$ cat src/rtl/serial_adder.sv
// Bit-serial adder: one full-adder cell and a carry flop resolve WIDTH bits LSB-first.
// Optional subtract path (A + ~B + 1) is enabled by defining SERIAL_SUB_EN.
module serial_adder #(
  parameter int WIDTH = 8
) (
  input  logic             clk,
  input  logic             rst,
  input  logic             start,
  input  logic [WIDTH-1:0] A,
  input  logic [WIDTH-1:0] B,
  input  logic             cin,
`ifdef SERIAL_SUB_EN
  input  logic             sub,
`endif
  output logic             busy,
  output logic             done,
  output logic [WIDTH-1:0] Sum,
  output logic             Cout
);

  localparam int CNT_W = (WIDTH > 2) ? $clog2(WIDTH) : 1;
  localparam logic [CNT_W-1:0] LAST = CNT_W'(WIDTH - 1);

  typedef enum logic [1:0] {IDLE, RUN, DONE} state_t;

  state_t             state_q;
  logic [WIDTH-1:0]   a_q;
  logic [WIDTH-1:0]   b_q;
  logic [WIDTH-1:0]   res_q;
  logic [CNT_W-1:0]   cnt_q;
  logic               carry_q;
  logic               busy_q;
  logic               done_q;
  logic [WIDTH-1:0]   sum_q;
  logic               cout_q;

  logic [WIDTH-1:0]   b_load_d;
  logic               c_load_d;
  logic               sum_bit_d;
  logic               carry_d;

`ifdef SERIAL_SUB_EN
  // Subtraction reuses the adder: invert B and force the initial carry to 1.
  assign b_load_d = sub ? ~B : B;
  assign c_load_d = sub ? 1'b1 : cin;
`else
  assign b_load_d = B;
  assign c_load_d = cin;
`endif

  assign sum_bit_d = a_q[0] ^ b_q[0] ^ carry_q;
  assign carry_d   = (a_q[0] & b_q[0]) | (carry_q & (a_q[0] ^ b_q[0]));

  always_ff @(posedge clk or posedge rst) begin
    if (rst) begin
      state_q <= IDLE;
      a_q     <= '0;
      b_q     <= '0;
      res_q   <= '0;
      cnt_q   <= '0;
      carry_q <= 1'b0;
      busy_q  <= 1'b0;
      done_q  <= 1'b0;
      sum_q   <= '0;
      cout_q  <= 1'b0;
    end else begin
      done_q <= 1'b0;
      case (state_q)
        IDLE, DONE: begin
          // DONE accepts a new request exactly like IDLE for back-to-back use.
          if (start) begin
            a_q     <= A;
            b_q     <= b_load_d;
            carry_q <= c_load_d;
            cnt_q   <= '0;
            busy_q  <= 1'b1;
            state_q <= RUN;
          end else begin
            state_q <= IDLE;
          end
        end
        RUN: begin
          a_q     <= {1'b0, a_q[WIDTH-1:1]};
          b_q     <= {1'b0, b_q[WIDTH-1:1]};
          carry_q <= carry_d;
          res_q   <= {sum_bit_d, res_q[WIDTH-1:1]};
          cnt_q   <= cnt_q + CNT_W'(1);
          if (cnt_q == LAST) begin
            sum_q   <= {sum_bit_d, res_q[WIDTH-1:1]};
            cout_q  <= carry_d;
            done_q  <= 1'b1;
            busy_q  <= 1'b0;
            state_q <= DONE;
          end
        end
        default: state_q <= IDLE;
      endcase
    end
  end

  assign busy = busy_q;
  assign done = done_q;
  assign Sum  = sum_q;
  assign Cout = cout_q;

endmodule

$ cat config.mk
export PLATFORM = sky130hd
export DESIGN_NAME = serial_adder
export DESIGN_NICKNAME = d
export VERILOG_FILES = /design/src/rtl/serial_adder.sv
export SDC_FILE = /design/constraint.sdc
export NUM_CORES = 1
export LEC_CHECK = 0
export CAP_MARGIN = 20
export CELL_PAD_IN_SITES_DETAIL_PLACEMENT = 1
export CELL_PAD_IN_SITES_GLOBAL_PLACEMENT = 1
export CORE_MARGIN = 2
export CORE_UTILIZATION = 43
export DETAILED_ROUTE_END_ITERATION = 8
export PLACE_DENSITY_LB_ADDON = 0.1
export SYNTH_ARGS = -nofsm -noshare
export SYNTH_HDL_FRONTEND = slang
export SYNTH_SLANG_ARGS = --single-unit
$ cat constraint.sdc
create_clock -name clk -period 3.1 [get_ports clk]
set_input_delay 0.31 -clock clk [delete_from_list [all_inputs] [get_ports clk]]
set_output_delay 0.31 -clock clk [all_outputs]
set_load 0.005 [all_outputs]
==> results_dict.tcl <==
set metrics [dict create \
    htree_levels 2 \
    cts_buffers 5 \
    slew_headroom_pct 46.3 \
    whs_ns 0.446 \
    numPortBuffers 30 \
    wl_per_cell_um 14.7 \
    max-vdd-ir-drop_mv 0.489 \
    slowest_delay_ns 0.59 \
    cp_max_fo 22 \
    track_usage_pct 17.7 \
    vias 1215 \
    crit_required_ns 3.26 \
    cts_resized 0 \
    io_pins 31 \
    netlist.top_cell.by_area "dfrtp_1" \
    postCtsSetupBuffers 0 \
    antenna_found_initial 0 \
    antenna_cells 0 \
    synth_area_um2 1680 \
    nFillCells 411 \
    synth_flop_cell "dfrtp_1" \
    core_um2 3720 \
    worstPathArrival_ns 2.15 \
    setup_viol 0 \
    grt_pass1_vias 1240 \
    seq_area_frac_synth_pct 59.7 \
    hpwl_mm 2.36 \
    min_path_type "input pin to async pin" \
    grt_max_degree 41 \
    route.detailed.drc 0 \
    synth_xor_xnor_area_share_pct 0 \
    dieArea_um2 4420 \
    synth_nets 175 \
    drt.antenna.violating_nets 0 \
    cts_hold_buffers 0 \
    final_common_cell "dfrtp_1" \
    grt-ovfl-total 0 \
    finalInstanceArea_um2 2110 \
    dr.pass1.iters 4 \
    drv_slew 0 \
    synth_compound_area_share_pct 9.25 \
    rsz0062_at_grt "no" \
    routabilityCongestion 0.741 \
    fin_tns_setup_ns 0 \
    yosysTopAreaCellShare_pct 59.7 \
    fin_crit_ns 1.99 \
    synth_area_leaders "dfrtp_1, mux2_1, nand2_1" \
    yosysWarnings 0 \
    status "finished, final reports clean" \
    routed_wl_mm 3.37 \
    rows 22 \
    crit_path_end_kind "flop" \
    hold_violations 0 \
    start_kind "flop" \
    clk_pin_slew_ns 0.08 \
    critPathSlowestCell "dfrtp_1" \
    die_h_um 66.5 \
    postSynthCellCount 152 \
    max-cap-violations 0 \
    path_cells "nor2b_4 > nand2_2 > inv_2 > mux2_1" \
    layout.nets 204 \
    area_delta_synth_final_pct 25.7 \
    clock_skew_ns 0.0107 \
    p_leak_uw 0.000943 \
    fp.dieW_um 66.5 \
    clk_latency_ns 0.29 \
    syn_avg_cell_area_um2 11.0 \
    async_reset_ff_share_pct 100 \
    ys_ff_latch 40 \
    yosys.area_share.simple_pct 16.0 \
    muxShareOfSynthArea_pct 9.10 \
    powerDensity_nw_per_um2 993 \
    post-route-period-util_pct 64.1 \
    fmax_mhz 503 \
    grt_pass1_wl_mm 5.79 \
    cts_buffer_depth 2 \
    yosysUniqueCellTypes 26 \
    mostFrequentLayoutCells "dfrtp_1, clkdlybuf4s50_1, nand2_1" \
    clock_sinks 40 \
    path_class "flop to flop" \
    start_util_pct 45.2 \
    via_per_inst 5.28 \
    place_area_um2 2000 \
    synthAdderAreaFrac_pct 2.68 \
    cts-root-buf "clkbuf_8" \
    synth_edf_count 0 \
    tightest_slew_ns 0.805 \
    synth_top_family_by_area "simple AND/OR/NAND/NOR gates" \
    cts_tree "yes" \
    drt_iter0_drc 14 \
    drive_above_1_share_pct 6.59 \
]
logic make-up (layout without fill, tap and decap cells):
group	Yosys count	after routing
AO/OA/AOI/OAI	24	24
flip-flops	40	40
AND/OR/NAND/NOR	59	59
multiplexers	14	14
buffers and inverters	12	42
adder cells (fa/ha/maj)	3	3
layer usage:
| layer | global-route usage, % | vias up | share of wire [%] |
|---|---|---|---|
| li1 | - | 582 | - |
| met1 | 21.5 | 603 | 45 |
| met2 | 30.4 | 25 | 49 |
| met3 | 4.56 | 5 | 4.2 |
| met4 | 6.12 | 0 | 1.3 |
| met5 | 0 | - | 0 |
final timing paths:
kind	from	to	slack, ns	depth (start not counted)
hold reg to reg	Sum[0]	Sum[0]	0.48	1
setup reg to reg	state_q[0]	Sum[1]	1.11	4
max in group asynchronous	rst	res_q[2]	2.30	3
min in group clk	Sum[0]	Sum[0]	0.48	1
setup / recovery	state_q[0]	Sum[1]	1.11	4
hold / removal	rst	Sum[4]	0.45	3
metrics by stage:
stage               std cells  worst slack (ns)  utilization (%)  total power, µW
floorplan                 152              1.74                -             1430
CTS                       230              1.09             56.7             2130
global placement          222              1.24             53.8             1660
global route              230             0.946             56.7             2270
detailed placement        222              1.12             53.8             1710
finish                    230              1.11             56.7             2090
power breakdown:
part	internal, µW	switching [µW]	total [µW]
logic	388	365	753
registers	761	166	927
clock network	239	175	414
cell usage after synthesis, types with 2 or more instances:
master and count:
dfrtp_1 40, nand2_1 22, nor2_1 15, nor3_1 11, o22ai_1 11, mux2_1 9, buf_2 6, mux2i_1 4
a211oi_1 3, a21oi_1 3, a22o_1 3, nand3_1 3, nor2b_1 3, o21ai_0 3, clkbuf_1 2, ha_1 2
inv_1 2, nand2b_1 2
sequential cells by signal, indices dropped and copies added (netlist names):
name / cells
a_q: 8
done: 1
res_q: 7
busy: 1
carry_q: 1
cnt_q: 3
state_q: 2
Cout: 1
b_q: 8
Sum: 8
critical path, delay by kind of cell (launching register included):
kind	cells	cell delay, ns
AND/OR/NAND/NOR	2	0.75
flip-flops	1	0.59
multiplexers	1	0.34
buffers and inverters	1	0.18
area by class of cell:
class | count | area (µm²) | share of cell area, %
Inverter | 3 | 11.3 | 0.534
Tap cell | 48 | 60.1 | 2.85
Timing Repair Buffer | 31 | 308 | 14.6
Sequential cell | 40 | 1000 | 47.5
Multi-Input combinational cell | 100 | 621 | 29.4
Clock inverter | 2 | 35.0 | 1.66
Clock buffer | 6 | 72.6 | 3.44
Power figures use the tool's default switching activity.
